## src/rtl/wb_pkg.sv

```systemverilog
// Shared types and helpers for the writeback stage: data width, load funct3
// codes, the buffered load-response entry and load byte/half extraction.
package wb_pkg;

  localparam int XLEN = 32;

  localparam logic [2:0] F3_LB  = 3'b000;
  localparam logic [2:0] F3_LH  = 3'b001;
  localparam logic [2:0] F3_LW  = 3'b010;
  localparam logic [2:0] F3_LBU = 3'b100;
  localparam logic [2:0] F3_LHU = 3'b101;

  typedef struct packed {
    logic [4:0]      rd;
    logic [XLEN-1:0] data;
  } wb_entry_t;

  function automatic logic [XLEN-1:0] load_extract(input logic [XLEN-1:0] rdata,
                                                   input logic [2:0]      funct3,
                                                   input logic [1:0]      addr_lo);
    logic [7:0]  b;
    logic [15:0] h;
    logic [XLEN-1:0] res;
    case (addr_lo)
      2'd0:    b = rdata[7:0];
      2'd1:    b = rdata[15:8];
      2'd2:    b = rdata[23:16];
      default: b = rdata[31:24];
    endcase
    h = addr_lo[1] ? rdata[31:16] : rdata[15:0];
    case (funct3)
      F3_LB:   res = {{(XLEN-8){b[7]}}, b};
      F3_LH:   res = {{(XLEN-16){h[15]}}, h};
      F3_LBU:  res = {{(XLEN-8){1'b0}}, b};
      F3_LHU:  res = {{(XLEN-16){1'b0}}, h};
      default: res = rdata;
    endcase
    return res;
  endfunction

endpackage

```

## src/rtl/wb_fifo.sv

```systemverilog
// Synchronous FIFO of load-response entries with wrap-around pointers and an
// occupancy counter; full/empty are derived from the counter.
module wb_fifo
  import wb_pkg::*;
#(
  parameter int DEPTH = 2
) (
  input  logic      clk,
  input  logic      rst_n,
  input  logic      push,
  input  wb_entry_t push_entry,
  input  logic      pop,
  output wb_entry_t pop_entry,
  output logic      full,
  output logic      empty
);

  localparam int AW = (DEPTH > 1) ? $clog2(DEPTH) : 1;
  localparam int CW = $clog2(DEPTH + 1);

  wb_entry_t     mem_q [DEPTH];
  wb_entry_t     mem_d [DEPTH];
  logic [AW-1:0] wr_ptr_q, wr_ptr_d, rd_ptr_q, rd_ptr_d;
  logic [CW-1:0] count_q, count_d;
  logic          do_push, do_pop;

  assign full      = (count_q == CW'(DEPTH));
  assign empty     = (count_q == CW'(0));
  assign pop_entry = mem_q[rd_ptr_q];
  assign do_pop    = pop && !empty;
  // A full FIFO still accepts a push when an entry leaves on the same edge.
  assign do_push   = push && (!full || do_pop);

  // Next-state for storage, pointers and occupancy.
  always_comb begin
    mem_d    = mem_q;
    wr_ptr_d = wr_ptr_q;
    rd_ptr_d = rd_ptr_q;
    count_d  = count_q;
    if (do_push) begin
      mem_d[wr_ptr_q] = push_entry;
      wr_ptr_d        = wr_ptr_q + AW'(1);
    end else begin
      wr_ptr_d = wr_ptr_q;
    end
    if (do_pop) begin
      rd_ptr_d = rd_ptr_q + AW'(1);
    end else begin
      rd_ptr_d = rd_ptr_q;
    end
    case ({do_push, do_pop})
      2'b10:   count_d = count_q + CW'(1);
      2'b01:   count_d = count_q - CW'(1);
      default: count_d = count_q;
    endcase
  end

  // FIFO state registers.
  always_ff @(posedge clk or negedge rst_n) begin
    if (!rst_n) begin
      for (int i = 0; i < DEPTH; i++) mem_q[i] <= '0;
      wr_ptr_q <= '0;
      rd_ptr_q <= '0;
      count_q  <= '0;
    end else begin
      mem_q    <= mem_d;
      wr_ptr_q <= wr_ptr_d;
      rd_ptr_q <= rd_ptr_d;
      count_q  <= count_d;
    end
  end

endmodule

```

## src/rtl/writeback_unit.sv

```systemverilog
// Writeback stage: arbitrates ALU results and buffered load responses onto the
// single register-file write port and tracks registers with loads in flight.
module writeback_unit #(
  parameter int XLEN       = 32,
  parameter int FIFO_DEPTH = 2
) (
  input  logic            clk,
  input  logic            rst_n,
  input  logic            alu_valid,
  input  logic [4:0]      alu_rd,
  input  logic [XLEN-1:0] alu_data,
  input  logic            ld_issue,
  input  logic [4:0]      ld_issue_rd,
  input  logic            lsu_valid,
  output logic            lsu_ready,
  input  logic [4:0]      lsu_rd,
  input  logic [XLEN-1:0] lsu_rdata,
  input  logic [2:0]      lsu_funct3,
  input  logic [1:0]      lsu_addr_lo,
  input  logic [4:0]      rs1_addr,
  input  logic [4:0]      rs2_addr,
  output logic            rs1_pending,
  output logic            rs2_pending,
  output logic            stall_o,
  output logic            wr_en,
  output logic [4:0]      wr_addr,
  output logic [XLEN-1:0] wr_data
);

  import wb_pkg::*;

  wb_entry_t       push_entry, pop_entry;
  logic            fifo_full, fifo_empty, push, pop;
  logic            sel_valid;
  logic [4:0]      sel_rd;
  logic [XLEN-1:0] sel_data;
  logic            wr_en_q, wr_en_d;
  logic [4:0]      wr_addr_q, wr_addr_d;
  logic [XLEN-1:0] wr_data_q, wr_data_d;
  logic [31:0]     pending_q, pending_d, set_mask, clr_mask;

  assign lsu_ready     = !fifo_full;
  assign push          = lsu_valid && lsu_ready;
  assign push_entry.rd   = lsu_rd;
  assign push_entry.data = load_extract(lsu_rdata, lsu_funct3, lsu_addr_lo);

  wb_fifo #(.DEPTH(FIFO_DEPTH)) u_fifo (
    .clk        (clk),
    .rst_n      (rst_n),
    .push       (push),
    .push_entry (push_entry),
    .pop        (pop),
    .pop_entry  (pop_entry),
    .full       (fifo_full),
    .empty      (fifo_empty)
  );

  // Write-source priority: a full FIFO drains first, then ALU, then FIFO.
  always_comb begin
    pop       = 1'b0;
    stall_o   = 1'b0;
    sel_valid = 1'b0;
    sel_rd    = 5'd0;
    sel_data  = '0;
    if (fifo_full) begin
      pop       = 1'b1;
      stall_o   = 1'b1;
      sel_valid = 1'b1;
      sel_rd    = pop_entry.rd;
      sel_data  = pop_entry.data;
    end else if (alu_valid) begin
      sel_valid = 1'b1;
      sel_rd    = alu_rd;
      sel_data  = alu_data;
    end else if (!fifo_empty) begin
      pop       = 1'b1;
      sel_valid = 1'b1;
      sel_rd    = pop_entry.rd;
      sel_data  = pop_entry.data;
    end else begin
      sel_valid = 1'b0;
    end
  end

  // Write-port next state; x0 writes are consumed but never enabled.
  always_comb begin
    wr_en_d   = sel_valid && (sel_rd != 5'd0);
    wr_addr_d = wr_addr_q;
    wr_data_d = wr_data_q;
    if (wr_en_d) begin
      wr_addr_d = sel_rd;
      wr_data_d = sel_data;
    end else begin
      wr_addr_d = wr_addr_q;
    end
  end

  // Scoreboard next state: a new issue to the same rd outranks the pop clear.
  always_comb begin
    set_mask  = (ld_issue && (ld_issue_rd != 5'd0)) ? (32'd1 << ld_issue_rd) : 32'd0;
    clr_mask  = pop ? (32'd1 << pop_entry.rd) : 32'd0;
    pending_d = (pending_q & ~clr_mask) | set_mask;
  end

  // Write-port and scoreboard registers.
  always_ff @(posedge clk or negedge rst_n) begin
    if (!rst_n) begin
      wr_en_q   <= 1'b0;
      wr_addr_q <= 5'd0;
      wr_data_q <= '0;
      pending_q <= 32'd0;
    end else begin
      wr_en_q   <= wr_en_d;
      wr_addr_q <= wr_addr_d;
      wr_data_q <= wr_data_d;
      pending_q <= pending_d;
    end
  end

  assign wr_en       = wr_en_q;
  assign wr_addr     = wr_addr_q;
  assign wr_data     = wr_data_q;
  assign rs1_pending = pending_q[rs1_addr];
  assign rs2_pending = pending_q[rs2_addr];

endmodule

```

## config.mk

```make
export PLATFORM = sky130hd
export DESIGN_NAME = writeback_unit
export DESIGN_NICKNAME = d
export VERILOG_FILES = /design/src/rtl/wb_pkg.sv /design/src/rtl/wb_fifo.sv /design/src/rtl/writeback_unit.sv
export SDC_FILE = /design/constraint.sdc
export NUM_CORES = 1
export LEC_CHECK = 0
export CAP_MARGIN = 0
export CORE_AREA = 8 8 132 134
export CTS_CLUSTER_SIZE = 25
export DETAILED_ROUTE_END_ITERATION = 6
export DIE_AREA = 0 0 140 142
export HOLD_SLACK_MARGIN = 0.02
export PLACE_DENSITY = 0.79
export SETUP_SLACK_MARGIN = 0.02
export SYNTH_ARGS = -nofsm -noshare
export SYNTH_HDL_FRONTEND = slang
export SYNTH_SLANG_ARGS = --single-unit
```

## constraint.sdc

```tcl
create_clock -name clk -period 5.1 [get_ports clk]
set_input_delay 1.53 -clock clk [delete_from_list [all_inputs] [get_ports clk]]
set_output_delay 1.53 -clock clk [all_outputs]
set_load 0.01 [all_outputs]
```

# --- Word level (Yosys, flattened, before mapping) ---
# Index checks and enable logic that the tools add are counted.
# W data, S select, Z words.
classes:
  addsub: 4
  n_lt_le_gt_ge: 5
  n_eq_ne: 8
  n_shift: 2
  muxes: 28
  bitwise_logic: 5
  reduce_logical: 15
op_table:
  columns: ["cell", "count"]
  rows:
  - ["$mux W32", 5]
  - ["$mux W37", 4]
  - ["$pmux W32 S4", 1]
  - ["$bwmux W74", 1]
  - ["$shl A1 B5 Y32 const A", 2]
  - ["$demux W37 S1", 1]
  - ["$and A32 B32 Y32", 1]
  - ["$not A32 Y32", 1]
  - ["$or A32 B32 Y32", 1]
  - ["$pmux W8 S3", 1]
  - ["$mux W16", 1]
  - ["$mux W5", 3]
  - ["$lt A5 B6 Y1 const B", 2]
  - ["$bmux W1 S5", 2]
  - ["$reduce_bool A5 Y1", 2]
  - ["$mux W1", 8]
  - ["$eq A2 B2 Y1 const B", 3]
  - ["$eq A3 B3 Y1 const B", 2]
  - ["$logic_and A1 B1 Y1", 6]
  - ["$eq A2 B1 Y1 const B", 2]
  - ["$ge A2 B2 Y1 const B", 2]
  - ["$logic_not A2 Y1", 2]
  - ["$not A1 Y2", 2]
  - ["$pmux W2 S2", 1]
  - ["9 further kinds", 11]
word_totals:
  reg_bits: 148
  inputBits: 99
  output_inout_bits: 42
  elab_cells: 78

# --- Depth between registers and ports, before layout ---
# Gate-level depths: netlist (run 1).
logic_depth:
  depth_word: 9
  ltp_mapped: 8
  mapped_depth_nobuf: 6

# --- Cells and area by module ---
# From an unflattened synthesis (run 1), not the netlist that was laid out.
unflattened:
  hier_cells: 687
  area_unflattened_um2: 7933.9
modules_own_cells:
  columns: ["mod", "n_inst", "cells_each", "area_each_um2", "seq_area_each_um2"]
  rows:
  - ["writeback_unit", 1, 464, 4434.3, 1751.7]
  - ["wb_fifo", 1, 223, 3499.6, 1951.9]

# --- Worst setup path before layout (run 1) ---
# Ideal clock, no wire load.
synth_timing:
  path_kind: "input-to-output"
  start: "input port rs1_addr[0]"
  end: "output port rs1_pending"
  arrival_time_ns: 3.022
  t_required_ns: 3.570
  path_slack_ns: 0.548
  cell_stages: 4
  n_path_buf: 1
  path_cell_list: "buf_2 -> mux4_2 -> mux4_2 -> mux2_2"
synth_via:
  elab_chain_cells: 2
synth_rtl:
  columns: ["item", "line", "source"]
  rows:
  - ["start, declared", "writeback_unit.sv:20", "input logic [4:0] rs1_addr,"]
  - ["$bmux W1 S5", "writeback_unit.sv:123", "assign rs1_pending = pending_q[rs1_addr];"]
  - ["$mux W1 (implied by the code)", "writeback_unit.sv:123", null]
  - ["end, declared", "writeback_unit.sv:22", "output logic rs1_pending,"]
# No other way between the ends. The select of a mux whose other input is x is not followed.

# --- Worst setup path after layout (run 1) ---
layout_timing:
  start: "input port rs2_addr[0]"
  end: "output port rs2_pending"
layout_via:
  elab_chain_cells: 2
layout_rtl:
  columns: ["item", "line", "source"]
  rows:
  - ["start, declared", "writeback_unit.sv:21", "input logic [4:0] rs2_addr,"]
  - ["$bmux W1 S5", "writeback_unit.sv:124", "assign rs2_pending = pending_q[rs2_addr];"]
  - ["$mux W1 (implied by the code)", "writeback_unit.sv:124", null]
  - ["end, declared", "writeback_unit.sv:23", "output logic rs2_pending,"]
# No other way between the ends. The select of a mux whose other input is x is not followed.

==> metrics.txt, run 1 <==
Pwr Density 625 nW/um^2; Place WS -0.353 ns; total CTS buffers 17; Worst Slack Setup Final 0.0944 ns; post-synth cell types 44; Slew Limit Fails 0; design area 10,100 um^2; Worst setup SP type input port; Setup Skew 0.00583 ns; post-synth top area share 46.4%; gr usage total 22.9%; placed instance count 1,052; clk slew on worst S/H paths 0.06 ns; reg2reg setup slack 1.78 ns; Setup TNS 0 ns; largest net degree at the start of global routing 112; maximum clock insertion buffer count 2; clock root buffer clkbuf_16; FP Rows 46; r2r startpoint u_fifo.count_q[1]; final design utilization 65.5%; Final min period 5.01 ns; top_reg_cell synth dfrtp_1; # port buffers 140; TritonRoute pass-1 iters 5; RSZ-0062 raised after global routing false; synthesized cell area 7980 um^2; Die W 140 um; Leak 4.28 nW; CTS tree yes; initial antenna violation count 0; core area 15,400 um^2; IO Count 141; FMAX 200 MHz; vias in the first global route 6,675; Post-Route WL 22.1 mm; Hold Path Stages 2; share of layout cells above drive strength 1 17.9%; drt drc 0; VDD IR max 311 uV; Final Hold Viols 0; RR Endpoint wr_data[11]; sequential share of the synthesized area 46.4%; clk sink count 148; worst path arrival time 3.48 ns; critical path fanouts, max 8; Net count, final 979; remaining antenna violation count after routing 0; HP Start wr_addr[4]; worst-margin pin slew 1.04 ns; Placed Area 9550 um^2; RD Place Congestion 0.920; DR vias/cell 6.18; syn_area_per_cell 10.6 um^2; critical path class in2out; Syn Inst Count 753; worst hold endpoint wr_addr[4]; HPWL after DPL 15.6 mm; post-route insts no fill 1,081; Worst-Skew Late Latency 0.43 ns; Initial DRC Count 470; ys async rst share 100%; Layout area overhead 26.7%; GRT Residual Overflow 0; busiest grt layer met2; commonest non-fill, non-tap cell in the layout dfrtp_1; htree depth 4; Hold WS 0.501 ns; Hold WC Path Type reg2reg; period utilization 98.1%; met1 usage 29.8%; grt met3 use 5.90%; CP required 3.57 ns; FF-to-FF path depth 7; MaxCap Viol Count 0; GR Layer Usage met2 36.3%; total power draw 6.32 mW; most frequent cells in the layout 147 x dfrtp_1, 133 x clkdlybuf4s50_1, 114 x o21ai_0; flops & latches, synth 148; EDFF count, synth 0; Avg WL per Cell 20.5 um; outcome finished, final reports clean; Worst setup EP type output port; Die Ht 142 um; total die area 19,900 um^2; final setup fails 0; initial core utilization 51.7%; global-route wire length before repair 35.8 mm; # diodes 0; ranking of synthesized cells by area dfrtp_1 46%, mux2_2 8.5%, o21ai_0 7.2%; syn_nets 853; vias 6,682; Worst slew margin 30.8%; Synth area leader dfrtp_1; yosys warns 0
-- critical path, cell delays in order --
cell,delay [ns]
dlygate4sd2_1,0.24
buf_12,0.15
mux4_2,0.53
mux4_2,0.47
mux2_2,0.27
dlygate4sd2_1,0.28
-- flip-flops by register name, indices dropped and copies added, names as in the netlist --
signal           count
u_fifo.wr_ptr_q      1
u_fifo.rd_ptr_q      1
wr_en                1
wr_addr              5
u_fifo.count_q       2
u_fifo.mem_q        74
wr_data             32
pending_q           32
-- cell usage after synthesis (all sizes together) (2+ instances only) --
| cell | instances |
|---|---|
| a21oi | 38 |
| or2 | 2 |
| xnor2 | 3 |
| nor3 | 2 |
| o221ai | 32 |
| inv | 6 |
| mux2i | 38 |
| a21boi | 3 |
| a31oi | 2 |
| nand3 | 9 |
| o22ai | 4 |
| a2bb2oi | 8 |
| nor2 | 38 |
| dfrtp | 148 |
| xor2 | 2 |
| clkbuf | 25 |
| mux4 | 20 |
| nand2 | 113 |
| nand2b | 6 |
| nand4 | 2 |
| o31ai | 2 |
| nor2b | 6 |
| and2b | 2 |
| buf | 26 |
| mux2 | 85 |
| o21ai | 115 |
| a22oi | 8 |
-- worst max-delay path by stage --
| stage | startpoint | end | slack, ns |
|---|---|---|---|
| 6_report | rs2_addr[0] | rs2_pending | 0.09 |
| 5_1_grt | rs1_addr[1] | rs1_pending | 0.03 |
| 4_1_cts | rs2_addr[1] | rs2_pending | 0.04 |
| 3_5_place_dp | rs2_addr[0] | rs2_pending | -0.35 |
| 3_3_place_gp | rs2_addr[0] | rs2_pending | -0.34 |
| 2_1_floorplan | rs1_addr[0] | rs1_pending | 0.55 |
-- kinds of logic (layout without fill, tap and decap cells) --
kind of cell / count (synthesis) / after routing / share of synthesized area [%]
buf+inv: 57 / 193 / 3.29
compound gates: 216 / 216 / 16.2
fa+ha+maj: 1 / 1 / 0.157
flops: 148 / 148 / 46.4
mux: 143 / 143 / 23.7
xor+xnor: 5 / 5 / 0.549
simple gates: 183 / 183 / 9.64
-- power by group --
group / total [mW] / internal [mW] / switching (mW) / leakage [nW]
logic: 2.97 / 1.53 / 1.44 / 2.24
registers: 2.17 / 1.78 / 0.385 / 1.77
clock network: 1.19 / 0.726 / 0.460 / 0.271
total: 6.32 / 4.04 / 2.28 / 4.28
-- routing by layer --
layer,up-vias,share of wire [%]
met5,-,0
met4,0,2.3
met3,38,7.3
met2,304,47
met1,3334,43
li1,3006,-
-- area by class of cell --
class / count / area [um^2]
fillers: 1224 / 5320
multi-input cells: 548 / 4020
flip-flops and latches: 148 / 3700
repair buffers: 158 / 1560
clock buffers: 25 / 505
well taps: 192 / 240
clock inverters: 4 / 47.5
inverters: 6 / 22.5
-- timing repair --
action	CTS	global route
buffers inserted	0	0
setup endpoints to repair	2	2
resized for setup	4	3
hold buffers	0	0
No activity file was read; power rests on OpenSTA's default activity.
==> run 2: changes to the inputs <==
CORE_AREA = 8 8 119 149   (was 8 8 132 134)
DIE_AREA = 0 0 127 157   (was 0 0 140 142)
PLACE_DENSITY = 0.84   (was 0.79)
==> run 2 against run 1 <==
  * Design area increased by 0.53%
  * Global-route usage increased by 0.11 points
  * Routed wire length increased by 1.9%
  * Sequential cell count unchanged
  * Clock skew increased by 0.0029 ns
  * Combinational power about the same
  * Sequential share of layout area decreased by 0.19 points
  * Core utilization increased by 0.82 points
  * Via count increased by 0.33%
  * Clock power increased by 10%
  * Total power increased by 2.5%
  * Setup slack improved by 0.012 ns
==> metrics.txt, run 2 (synthesized netlist as in run 1, its figures left out) <==
worst path cell trace clkdlybuf4s50_1 > buf_4 > mux4_2 > mux4_2 > mux2_2 > dlygate4sd2_1; Worst setup EP type output port; # port buffers 140; critical path fanouts, max 8; htree depth 4; Register Area 3700 um^2; Worst slew margin 31.7%; RD Place Congestion 1.02; CP required 3.57 ns; crit path buf inv count 3; share of layout cells above drive strength 1 18.5%; initial core utilization 52.1%; RSZ-0062 raised after global routing false; remaining antenna violation count after routing 0; drt drc 0; vias in the first global route 7,021; Hold WC Path Type reg2reg; global-route wire length before repair 36.3 mm; gr usage total 23.0%; Die Ht 157 um; outcome finished, final reports clean; core area 15,300 um^2; Slew Limit Fails 0; FF-to-FF path depth 6; HPWL after DPL 15.9 mm; Post-CTS Setup Bufs 0; Layout area overhead 27.3%; most frequent cells in the layout 147 x dfrtp_1, 134 x clkdlybuf4s50_1, 114 x o21ai_0; multi-input logic area 4020 um^2; vias 6,704; Crit path max-delay family multiplexers; CP max stage delay 0.47 ns; final setup fails 0; initial antenna violation count 0; RR Endpoint wr_data[26]; reg2reg setup slack 1.80 ns; period utilization 97.9%; Setup TNS 0 ns; Avg WL per Cell 20.9 um; Worst Setup SP rs1_addr[1]; Leak 4.29 nW; Initial DRC Count 582; GRT Residual Overflow 0; total CTS buffers 17; Net count, final 979; Worst path most repeated cell mux4_2; path length in cells of the critical path 6; Hold WS 0.509 ns; maximum clock insertion buffer count 2; Final min period 4.99 ns; r2r startpoint u_fifo.rd_ptr_q; CTS tree yes; DR vias/cell 6.22; clk sink count 148; worst path arrival time 3.46 ns; Pwr Density 637 nW/um^2; # diodes 0; total die area 19,900 um^2; Final Hold Viols 0; Worst setup SP type input port; FP Rows 51; worst-margin pin slew 1.02 ns; Die W 127 um; clk slew on worst S/H paths 0.06 ns; MaxCap Viol Count 0; critical path class in2out; Critical Path End rs1_pending; VDD IR max 335 uV; commonest non-fill, non-tap cell in the layout dfrtp_1; CP max stage cell mux4_2; Post-Route WL 22.6 mm; largest reg by FF count u_fifo.mem_q; Setup Skew 0.00875 ns; Filler Cell Count 1,169; largest net degree at the start of global routing 112; max reg flops 74; TritonRoute pass-1 iters 5; Worst-Skew Late Latency 0.43 ns; IO Count 141; clock root buffer clkbuf_16; FMAX 200 MHz
==> run 2: cell types whose count changed in the layout (fill, tap and decap cells not counted), sizes merged <==
cell and delta:
clkinv -1, dlymetal6s2s -1, clkdlybuf4s50 +1, clkinvlp +2
bufinv +2, inv +8, clkbuf -8
==> run 2: area by class of cell <==
class / count / area share (%)
Tap cell: 185 / 2.28
Clock inverter: 15 / 1.90
Multi-Input combinational cell: 548 / 39.5
Timing Repair Buffer: 158 / 15.4
Clock buffer: 17 / 4.19
Sequential cell: 148 / 36.5
Inverter: 6 / 0.222
==> run 2: worst register-to-register path, delay by kind of cell (launching register included) <==
family                 cells  cell delay [ns]
muxes                      2             0.94
and+or+nand+nor            1             0.59
DFF                        1             0.78
buffers and inverters      1             0.46
AOI/OAI and AO/OA          2             0.41
==> run 2: timing repair <==
item	in CTS	in global routing
gates resized for setup	4	0
hold buffers	0	0
setup endpoints to repair	2	0
endpoints found under the hold margin	0	0
==> run 2: how the worst min path moves through the flow <==
| stage | slack, ns | from | to | depth (start not counted) |
|---|---|---|---|---|
| detailed placement | 0.49 | wr_data[13] | wr_data[13] | 1 |
| CTS | 0.51 | u_fifo.mem_q[5] | u_fifo.mem_q[5] | 1 |
| floorplan | 0.46 | u_fifo.wr_ptr_q | u_fifo.wr_ptr_q | 1 |
| global route | 0.52 | u_fifo.mem_q[10] | u_fifo.mem_q[10] | 1 |
| finish | 0.51 | u_fifo.mem_q[5] | u_fifo.mem_q[5] | 1 |
| global placement | 0.49 | u_fifo.mem_q[51] | u_fifo.mem_q[51] | 1 |
==> run 2: power breakdown <==
group / switching [mW] / internal, mW / leakage [nW]
logic: 1.41 / 1.54 / 2.23
registers: 0.439 / 1.78 / 1.77
clock network: 0.529 / 0.784 / 0.296
==> run 2: per-stage QoR <==
step | utilization [%] | setup WS (ns) | area, um^2 | total power [mW] | instances
6_report | 66.3 | 0.107 | 10200 | 6.48 | 1077
5_1_grt | 66.3 | 0.0470 | 10200 | 6.86 | 1077
4_1_cts | 66.3 | 0.0904 | 10200 | 6.49 | 1077
3_5_place_dp | 62.3 | -0.330 | 9550 | 5.16 | 1045
3_3_place_gp | 62.3 | -0.319 | 9550 | 5.04 | 1045
2_1_floorplan | - | 0.548 | 7980 | 4.14 | 753
==> run 2: layer usage <==
metal / wire, um / up-vias / part of all wire [%] / global-route usage, %
met4: 946 / 0 / 4.2 / 12.3
met1: 8730 / 3311 / 39 / 26.3
met3: 1750 / 74 / 7.8 / 6.64
met5: 0 / - / 0 / 0
met2: 11100 / 314 / 49 / 38.5
li1: - / 3005 / - / -
